==> config.mk <==
export PLATFORM = sky130hd
export DESIGN_NAME = gate_bist_controller
export DESIGN_NICKNAME = d
export VERILOG_FILES = /design/src/rtl/gate_bist_controller.sv
export SDC_FILE = /design/constraint.sdc
export NUM_CORES = 1
export LEC_CHECK = 0
export CAP_MARGIN = 20
export CELL_PAD_IN_SITES_DETAIL_PLACEMENT = 0
export CELL_PAD_IN_SITES_GLOBAL_PLACEMENT = 1
export CORE_UTILIZATION = 42
export CTS_BUF_LIST = sky130_fd_sc_hd__clkbuf_4
export DETAILED_ROUTE_END_ITERATION = 10
export PLACE_DENSITY_LB_ADDON = 0.1
export SETUP_SLACK_MARGIN = 0.4
export SLEW_MARGIN = 20
export SYNTH_ARGS = -nofsm -noshare
export SYNTH_HDL_FRONTEND = slang
export SYNTH_SLANG_ARGS = --single-unit
==> constraint.sdc <==
create_clock -name clk -period 2.4 [get_ports clk]
set_input_delay 0.24 -clock clk [delete_from_list [all_inputs] [get_ports clk]]
set_output_delay 0.24 -clock clk [all_outputs]
set_load 0.03 [all_outputs]
==> src/rtl/gate_bist_controller.sv <==
// rtl/gate_bist_controller.sv - self-test sequencer for a 2-input combinational gate
module gate_bist_controller #(
    parameter int SETTLE_CYCLES = 4,
    parameter int SETTLE_W      = 8
) (
    input  logic       clk,
    input  logic       resetN,
    input  logic       start,
    input  logic       abort,
    input  logic [1:0] op,
    input  logic       result,
    output logic       testIn1,
    output logic       testIn2,
    output logic       busy,
    output logic       done,
    output logic       pass,
    output logic [2:0] errorCount,
    output logic [1:0] firstFail,
    output logic       firstFailValid
);

    typedef enum logic [1:0] {
        IDLE   = 2'd0,
        SETTLE = 2'd1,
        CHECK  = 2'd2,
        DONE   = 2'd3
    } state_t;

    localparam logic [SETTLE_W-1:0] CNT_LAST = SETTLE_W'(SETTLE_CYCLES - 1);

    state_t              state, state_nxt;
    logic [1:0]          pattern;
    logic [SETTLE_W-1:0] cnt;
    logic [1:0]          op_q;
    logic                expected;
    logic                settle_end;
    logic                start_ok;

    assign settle_end = (cnt == CNT_LAST);
    assign start_ok   = start && ((state == IDLE) || (state == DONE));

    always_comb begin
        expected = 1'b0;
        case (op_q)
            2'b00: expected = pattern[0] & pattern[1];
            2'b01: expected = pattern[0] | pattern[1];
            2'b10: expected = pattern[0] ^ pattern[1];
            2'b11: expected = ~(pattern[0] & pattern[1]);
            default: expected = 1'b0;
        endcase
    end

    always_comb begin
        state_nxt = state;
        if (abort) begin
            state_nxt = IDLE;
        end else begin
            case (state)
                IDLE:    if (start) state_nxt = SETTLE;
                SETTLE:  if (settle_end) state_nxt = CHECK;
                CHECK:   state_nxt = (pattern == 2'b11) ? DONE : SETTLE;
                DONE:    if (start) state_nxt = SETTLE;
                default: state_nxt = IDLE;
            endcase
        end
    end

    always_ff @(posedge clk or negedge resetN) begin
        if (!resetN) begin
            state <= IDLE;
        end else begin
            state <= state_nxt;
        end
    end

    // Results survive abort so a partial run can still be inspected.
    always_ff @(posedge clk or negedge resetN) begin
        if (!resetN) begin
            pattern        <= 2'b00;
            cnt            <= '0;
            op_q           <= 2'b00;
            errorCount     <= 3'd0;
            firstFail      <= 2'b00;
            firstFailValid <= 1'b0;
        end else if (abort) begin
            cnt <= '0;
        end else if (start_ok) begin
            op_q           <= op;
            pattern        <= 2'b00;
            cnt            <= '0;
            errorCount     <= 3'd0;
            firstFail      <= 2'b00;
            firstFailValid <= 1'b0;
        end else if (state == SETTLE) begin
            cnt <= settle_end ? '0 : cnt + 1'b1;
        end else if (state == CHECK) begin
            if (result != expected) begin
                errorCount <= errorCount + 3'd1;
                if (!firstFailValid) begin
                    firstFail      <= pattern;
                    firstFailValid <= 1'b1;
                end
            end
            if (pattern != 2'b11) begin
                pattern <= pattern + 2'd1;
            end
        end
    end

    assign busy    = (state == SETTLE) || (state == CHECK);
    assign done    = (state == DONE);
    assign pass    = done && (errorCount == 3'd0);
    assign testIn1 = busy && pattern[0];
    assign testIn2 = busy && pattern[1];

endmodule
# After elaboration in Yosys (flattened, before gate mapping)
# Index checks and enable logic that the tools add are counted.
# Widths: inputs -> output; s select.
[totals]
reg_bits = 20
latch_bits = 0
ramBits = 0
mem_bits_ro = 0
in_bits = 7
out_inout_bits = 11
wordCells = 75
mem_count = 0
[classes]
n_addsub = 3
mul = 0
div = 0
n_lt_le_gt_ge = 0
eq_ne = 14
n_shift = 0
muxes = 27
n_bitwise = 5
reduce_logical = 19
[op_table]
columns = ["operator", "n"]
rows = [
  ["$mux 8", 4],
  ["$mux 2", 13],
  ["$mux 3", 4],
  ["$eq 2x2->1 const B", 5],
  ["$add 8x1->8 const B", 1],
  ["$eq 8x2->1 const B", 1],
  ["$reduce_and 4->1", 2],
  ["$pmux 2 s3", 1],
  ["$reduce_bool 2->1", 3],
  ["$reduce_and 5->1", 1],
  ["$eq 2x1->1 const B", 2],
  ["$logic_and 1x1->1", 4],
  ["$logic_not 2->1", 2],
  ["$mux 1", 4],
  ["$ne 2x2->1 const B", 2],
  ["$pmux 1 s4", 1],
  ["$reduce_and 2->1", 2],
  ["$add 3x1->3 const B", 1],
  ["$logic_not 3->1", 1],
  ["$ne 3x1->1 const B", 1],
  ["$ne 3x3->1 const B", 1],
  ["$reduce_bool 3->1", 1],
  ["$add 2x1->2 const B", 1],
  ["$logic_or 1x1->1", 2],
  ["other kinds (7)", 8],
]

# Depth between registers and ports, before layout
# Gate-level depths: netlist of the first run.
[logic_depth]
ltp_word = 8
mapped_depth = 8
mapped_depth_nobuf = 7

# Least setup slack after synthesis of the first run
# OpenSTA, ideal clock, no wires.
[synth_timing]
path_type = "reg2reg"
start = "reg pattern[0]"
end = "reg errorCount[0]"
setup_time_ns = 0.125
t_arrival_ns = 2.025
t_required_ns = 2.275
path_slack_ns = 0.251
path_stages_with_launch = 8
n_path_buf = 1
synth_period_minus_slack_ns = 2.149
path_cell_list = "dfrtp_1 > ha_1 > or2_1 > and4_1 > or4b_1 > buf_2 > and3_4 > mux2_2"
[synth_between]
elab_chain_len = 6
elab_cells_between_ends = 8
cone_classes = "eq/ne: 1; mux: 1; bitwise: 4; reduce/logical: 2"
[synth_lines]
columns = ["item", "line_no", "rtl"]
rows = [
  ["start: declaration", "32", "logic [1:0] pattern;"],
  ["start signal: assignment", "105", "pattern <= pattern + 2'd1;"],
  ["$and 1x1->1", "45, 48", ""],
  ["$not 1->1", "48", "2'b11: expected = ~(pattern[0] & pattern[1]);"],
  ["$pmux 1 s4 *", "44", "case (op_q)"],
  ["$ne 1x1->1 *", "97", "if (result != expected) begin"],
  ["$reduce_bool 2->1 (no source line) *", "-", ""],
  ["$reduce_and 4->1 (no source line) *", "-", ""],
  ["end signal: assignment", "98", "errorCount <= errorCount + 3'd1;"],
  ["end: declaration", "17", "output logic [2:0] errorCount,"],
]
# Every way passes the cells marked *; elsewhere a longest branch is shown, timed or not.
# A chain may end at the register's enable or synchronous reset.

# Worst setup path after layout of the first run
[layout_timing]
start = "reg pattern[1]"
end = "reg errorCount[2]"
# The elaborated chain is that of the path after synthesis.

==> run summary, run 1 <==
number of synthesis warnings: 0
class of the worst hold path: in -> async
slowest CP cell: or4b_4
asr flop ratio synth: 100.0%
Final Hold Fails: 0
Layout area overhead: 28.78%
pin count of the biggest net entering global routing: 21
Max Clock Skew: 0.01141 ns
CTS clock-pin slew for the worst setup and hold paths: 0.13 ns
status: finished clean
worst r2r src: pattern[1]
P_leak: 0.7111 nW
R2R depth: 6
final net count: 170
first-pass GRT wire length: 4.602 mm
syn_area_per_cell: 9.529 sq um
WP data required: 2.60 ns
CTS H-tree lvls: 1
CTS Sinks: 20
CP bufs+invs: 0
Distinct cells, synth: 42
met1 GRT Util: 26.15%
worst vdd ir: 0.0007889 V
CP max FO: 7
Synth top cells by count: 20 x dfrtp_1, 15 x nor2_1, 8 x ha_1, 8 x inv_1, 7 x nand2_1
Clk pwr share: 17.1%
number of global-route vias before repair: 1010
I/O pins: 18
cts bufs inserted: 3
CTS Hold Bufs: 0
Total GRT Usage: 18.84%
Seq pwr share: 31.2%
critical path cell sequence: ha_2 > or2_1 > and4_1 > or4b_4 > a32o_1 > a31o_1
mapped cell area: 0.001191 sq mm
sequential area share after synthesis: 42.02%
Setup violations, final: 0
Final Max Tran Viols: 0
count leader, synth: dfrtp_1
fraction of layout cells with a size suffix above 1: 17.53%
CTS tree: yes
top achievable clock speed: 478.7 MHz
Die Area: 0.003053 sq mm
final worst-path setup slack: 0.3110 ns
Setup TNS: 0 ns
met2 usage: 28.92%
DRC Markers: 0
Inserted Diodes: 0
clock tree buffer depth: 2
worst setup slack after placement: 0.2306 ns
Synth Register Bits: 20
Net Sw Frac: 42.37%
Post-synth EDFFs: 0
pwr dens: 1074 mW/mm^2
number of routed nets with antenna violations: 0
WP data arrival: 2.29 ns
Synth Flop Type: dfrtp_1
Die X: 55.26 microns
number of cell rows: 18
Core ar.: 0.002567 sq mm
critical path startpoint category: flop
capturing point of the worst reg2reg path: errorCount[2]
Skew-Pair Late Insertion Delay: 0.31 ns
Comb power frac: 51.7%
initial core utilization: 46.39%
drt first-iter violations: 34
P_sw: 0.0006982 W
met3 GRT Util: 3.513%
setup slack, reg-to-reg: 0.31 ns
kind of critical path: reg -> reg
Initial DRT Pass Iterations: 4
Worst setup endpoint: errorCount[2]
Crit path largest cell delay: 0.55 ns
initial antenna violation count: 0
Final Wtd Congestion: 0.8422
crit path capture type: flop
area leader, netlist: dfrtp_1
Slew HR: 76.36%
top cells by area, synth: dfrtp_1 42%, ha_1 8.4%, nor2_1 4.7%, xor2_1 3.7%, a21oi_1 2.5%
via count: 1052
GRT busiest layer: met2
cell internal pwr: 0.0009497 W
GRT overflow: 0
input/output buffers: 17
CTS Root Cell: clkbuf_4
Syn Nets: 140
dominant delay contributor by cell family on the critical path: simple AND/OR/NAND/NOR gates
Worst Setup SP: pattern[1]
top cell type's share of synthesized area: 42.02%
Synth Instances: 125
RSZ-0062 raised after global routing: yes
die height: 55.26 microns
Final HPWL DP: 1.937 mm
Least-Margin Pin Slew: 0.3537 ns
drt total wl: 2.650 mm
Vias/cell: 5.717
Final period util: 87.04%
minimum clock period after layout: 2.089 ns
Max-Cap Viols: 0
WP depth: 6
post-DR wirelength/cell: 14.40 microns
## how the worst min path moves through the flow
stage | from | to | slack [ns] | depth (start not counted)
after global routing | resetN | errorCount[0] | 0.28 | 2
final | resetN | errorCount[0] | 0.25 | 2
after global placement | cnt[0] | cnt[0] | 0.52 | 1
after detailed placement | cnt[0] | cnt[0] | 0.51 | 1
after CTS | resetN | cnt[2] | 0.25 | 2
after floorplan | resetN | cnt[0] | -0.06 | 0
## state kept, by name (all words and copies together), names as in the netlist
register / flops
firstFail: 2
errorCount: 3
pattern: 2
firstFailValid: 1
op_q: 2
cnt: 8
state: 2
## routing by layer
layer / wire length (microns) / up-vias
li1: - / 507
met1: 1256 / 502
met2: 1216 / 36
met3: 112 / 7
met4: 63 / 0
met5: 0 / -
## timing repair
item,in CTS,in global routing
pin swaps,1,4
setup endpoints to repair,11,12
resized for setup,5,4
buffers inserted,4,4
## cell type report
type / count / area (sq um)
Fill cell: 235 / 1033
Multi-Input combinational cell: 94 / 665.6
Sequential cell: 20 / 500.5
Timing Repair Buffer: 28 / 247.7
Tap cell: 30 / 37.54
Clock inverter: 1 / 30.03
Inverter: 8 / 30.03
Clock buffer: 3 / 22.52
## kinds of logic (layout without fill, tap and decap cells)
family | count (synthesis) | after routing | synth area share, %
multiplexers | 4 | 4 | 3.676
AND/OR/NAND/NOR | 51 | 51 | 24.26
buffers and inverters | 11 | 40 | 3.571
AO/OA/AOI/OAI | 26 | 26 | 14.39
flip-flops | 20 | 20 | 42.02
XOR/XNOR | 5 | 5 | 3.676
adder cells (fa/ha/maj) | 8 | 8 | 8.404
## power groups by stage
stage / Sequential [W] / Clock [W] / Combinational [W]
2_1_floorplan: 0.000564 / 0 / 0.000505
3_3_place_gp: 0.000514 / 0 / 0.000809
3_5_place_dp: 0.000522 / 0 / 0.000819
4_1_cts: 0.000511 / 0.000288 / 0.000834
5_1_grt: 0.000530 / 0.000302 / 0.000932
6_report: 0.000514 / 0.000283 / 0.000852
## cell usage in the layout (no fill, tap or decap), types with 2 or more instances in the layout
| cell | n |
|---|---|
| dfrtp_1 | 20 |
| nor2_1 | 15 |
| clkdlybuf4s50_1 | 13 |
| buf_4 | 11 |
| inv_1 | 7 |
| nand2_1 | 7 |
| ha_1 | 6 |
| a21oi_1 | 5 |
| xor2_1 | 5 |
| o21ai_0 | 4 |
| nand4_1 | 4 |
| dlygate4sd2_1 | 4 |
| nand3b_1 | 3 |
| nand2b_1 | 3 |
| and3_1 | 3 |
| o2bb2ai_1 | 3 |
| o21ai_1 | 3 |
| clkbuf_4 | 3 |
| or4b_4 | 2 |
| nor3b_1 | 2 |
| and3_4 | 2 |
| a21oi_2 | 2 |
| nor3_1 | 2 |
| mux2_1 | 2 |
| ha_2 | 2 |
## stage by stage
step                      instance area (sq um)  instances  hold slack (ns)  utilization, %  total power, W
after detailed placement                   1411        172           0.5120           54.97        0.001341
after global routing                       1534        184           0.2796           59.75        0.001764
after CTS                                  1493        180           0.2509           58.14        0.001634
after global placement                     1411        172           0.5158           54.97        0.001322
final                                      1534        184           0.2491           59.75        0.001648
after floorplan                            1200        125         -0.05559               -        0.001069
(Power assumes the default switching activity.)
==> run 2: changes to the inputs <==
--- a/config.mk
+++ b/config.mk
@@ -13,6 +13,7 @@
 export DETAILED_ROUTE_END_ITERATION = 10
 export PLACE_DENSITY_LB_ADDON = 0.1
 export SETUP_SLACK_MARGIN = 0.4
+export SKIP_CTS_REPAIR_TIMING = 1
 export SLEW_MARGIN = 20
 export SYNTH_ARGS = -nofsm -noshare
 export SYNTH_HDL_FRONTEND = slang
==> run 2 against run 1 <==
Clock skew up 0.0014 ns. Worst hold slack about the same. Cell area up 2.1%.
==> run summary, run 2 (synthesis results as in run 1) <==
Final HPWL DP: 1.937 mm (unchanged)
clock tree buffer depth: 2 (unchanged)
Die Area: 0.003053 sq mm (unchanged)
most common cell after layout, fill and taps aside: dfrtp_1 (unchanged)
max FFs per register: 8 (unchanged)
crit path capture type: flop (unchanged)
number of cell rows: 18 (unchanged)
Comb power frac: 51.6% (was 51.7%)
drt first-iter violations: 40 (was 34)
Post-Layout Cell Count: 183 (was 184)
Inserted Diodes: 0 (unchanged)
CTS clock-pin slew for the worst setup and hold paths: 0.13 ns (about the same)
die height: 55.26 microns (unchanged)
WP data required: 2.60 ns (about the same)
P_sw: 0.0007158 W (was 0.0006982 W)
CTS H-tree lvls: 1 (unchanged)
CTS Sinks: 20 (unchanged)
critical path startpoint category: flop (unchanged)
CP max FO: 7 (unchanged)
Core ar.: 0.002567 sq mm (unchanged)
input/output buffers: 17 (unchanged)
cts bufs inserted: 3 (unchanged)
initial antenna violation count: 0 (unchanged)
Largest regs: cnt (8), errorCount (3) (unchanged)
Setup TNS: 0 ns (unchanged)
number of routed nets with antenna violations: 0 (unchanged)
Final Max Tran Viols: 0 (unchanged)
WP data arrival: 2.32 ns (was 2.29 ns)
number of global-route vias before repair: 984 (was 1010)
post-DR wirelength/cell: 14.85 microns (was 14.40 microns)
cell internal pwr: 0.0009583 W (was 0.0009497 W)
Most flops, register: cnt (unchanged)
Finished Cell Area: 0.001567 sq mm (was 0.001534 sq mm)
Total GRT Usage: 18.20% (was 18.84%)
utilization after layout: 61.01% (was 59.75%)
Vias/cell: 5.639 (was 5.717)
# fillers: 235 (unchanged)
via count: 1032 (was 1052)
Layout area overhead: 31.51% (was 28.78%)
first-pass GRT wire length: 4.485 mm (was 4.602 mm)
Clk pwr share: 16.9% (was 17.1%)
most frequent cells in the layout: 18 x dfrtp_1, 15 x nor2_1, 13 x clkdlybuf4s50_1, 10 x buf_4 (was 20 x dfrtp_1, 15 x nor2_1, 13 x clkdlybuf4s50_1, 11 x buf_4)
top achievable clock speed: 471.6 MHz (was 478.7 MHz)
pwr dens: 1069 mW/mm^2 (was 1074 mW/mm^2)
Final Hold Fails: 0 (unchanged)
Final period util: 88.36% (was 87.04%)
Net Sw Frac: 42.76% (was 42.37%)
CTS tree: yes (unchanged)
minimum clock period after layout: 2.121 ns (was 2.089 ns)
I/O pins: 18 (unchanged)
CTS Root Cell: clkbuf_4 (unchanged)
Max Clock Skew: 0.01277 ns (was 0.01141 ns)
Die X: 55.26 microns (unchanged)
initial core utilization: 46.39% (unchanged)
GRT overflow: 0 (unchanged)
Seq pwr share: 31.5% (was 31.2%)
placed insts: 172 (unchanged)
status: finished clean (unchanged)
pin count of the biggest net entering global routing: 21 (unchanged)
DRC Markers: 0 (unchanged)
Final Wtd Congestion: 0.8422 (unchanged)
Skew-Pair Late Insertion Delay: 0.31 ns (about the same)
placed cell areas: 0.001411 sq mm (unchanged)
final net count: 169 (was 170)
class of the worst hold path: in -> async (unchanged)
Initial DRT Pass Iterations: 4 (unchanged)
fraction of layout cells with a size suffix above 1: 18.95% (was 17.53%)
Least-Margin Pin Slew: 0.3706 ns (was 0.3537 ns)
kind of critical path: reg -> reg (unchanged)
drt total wl: 2.718 mm (was 2.650 mm)
Max-Cap Viols: 0 (unchanged)
RSZ-0062 raised after global routing: yes (unchanged)
P_leak: 0.7557 nW (was 0.7111 nW)
Setup violations, final: 0 (unchanged)
Slew HR: 75.23% (was 76.36%)
worst vdd ir: 0.0007596 V (was 0.0007889 V)
-- run 2: cell types whose count changed in the layout (fill, tap and decap cells not counted), sizes merged --
cell,change
dlygate4sd2,-4
dlymetal6s2s,+4
buf,-1
-- run 2: area by class of cell --
class,instances,area (sq um),area share [%]
Multi-Input combinational cell,94,688.2,43.93
Sequential cell,20,503.0,32.11
Timing Repair Buffer,27,255.2,16.29
Tap cell,30,37.54,2.396
Clock inverter,1,30.03,1.917
Inverter,8,30.03,1.917
Clock buffer,3,22.52,1.438
-- run 2: final timing paths --
kind / from / to / slack, ns / depth (start not counted)
worst max-delay path: pattern[0] / errorCount[2] / 0.28 / 6
worst min-delay path: resetN / errorCount[0] / 0.25 / 2
worst max register to register: pattern[0] / errorCount[2] / 0.28 / 6
worst min register to register: cnt[0] / cnt[0] / 0.54 / 1
max in group asynchronous: resetN / pattern[0] / 1.91 / 2
min in group clk: op[1] / op_q[1] / 0.52 / 2
-- run 2: layer usage --
| metal | global-route usage (%) | routed length (microns) | vias to the layer above |
|---|---|---|---|
| met5 | 0 | 0 | - |
| met3 | 2.810 | 89 | 4 |
| li1 | - | - | 507 |
| met4 | 7.143 | 27 | 0 |
| met1 | 26.00 | 1322 | 500 |
| met2 | 27.54 | 1279 | 21 |
-- run 2: power by group through the flow --
stage          clock network, W  registers (W)  logic [W]
6_report               0.000283       0.000527   0.000864
5_1_grt                0.000298       0.000540   0.000942
4_1_cts                0.000288       0.000514   0.000825
3_5_place_dp                  0       0.000522   0.000819
3_3_place_gp                  0       0.000514   0.000809
2_1_floorplan                 0       0.000564   0.000505
-- run 2: critical path: stages, from the launching register on --
cell and delay (ns):
dfrtp_2 0.47, ha_4 0.18, or2_1 0.22, and4_1 0.17, or4b_4 0.56, a32o_1 0.24, a31o_1 0.18
-- run 2: through the flow --
| stage | hold slack, ns | setup slack [ns] | power (W) |
|---|---|---|---|
| 3_3_place_gp | 0.5158 | 0.2642 | 0.001322 |
| 2_1_floorplan | -0.05559 | 0.3162 | 0.001069 |
| 3_5_place_dp | 0.5120 | 0.2306 | 0.001341 |
| 4_1_cts | 0.2509 | 0.1906 | 0.001627 |
| 5_1_grt | 0.2957 | 0.2370 | 0.001780 |
| 6_report | 0.2487 | 0.2794 | 0.001674 |
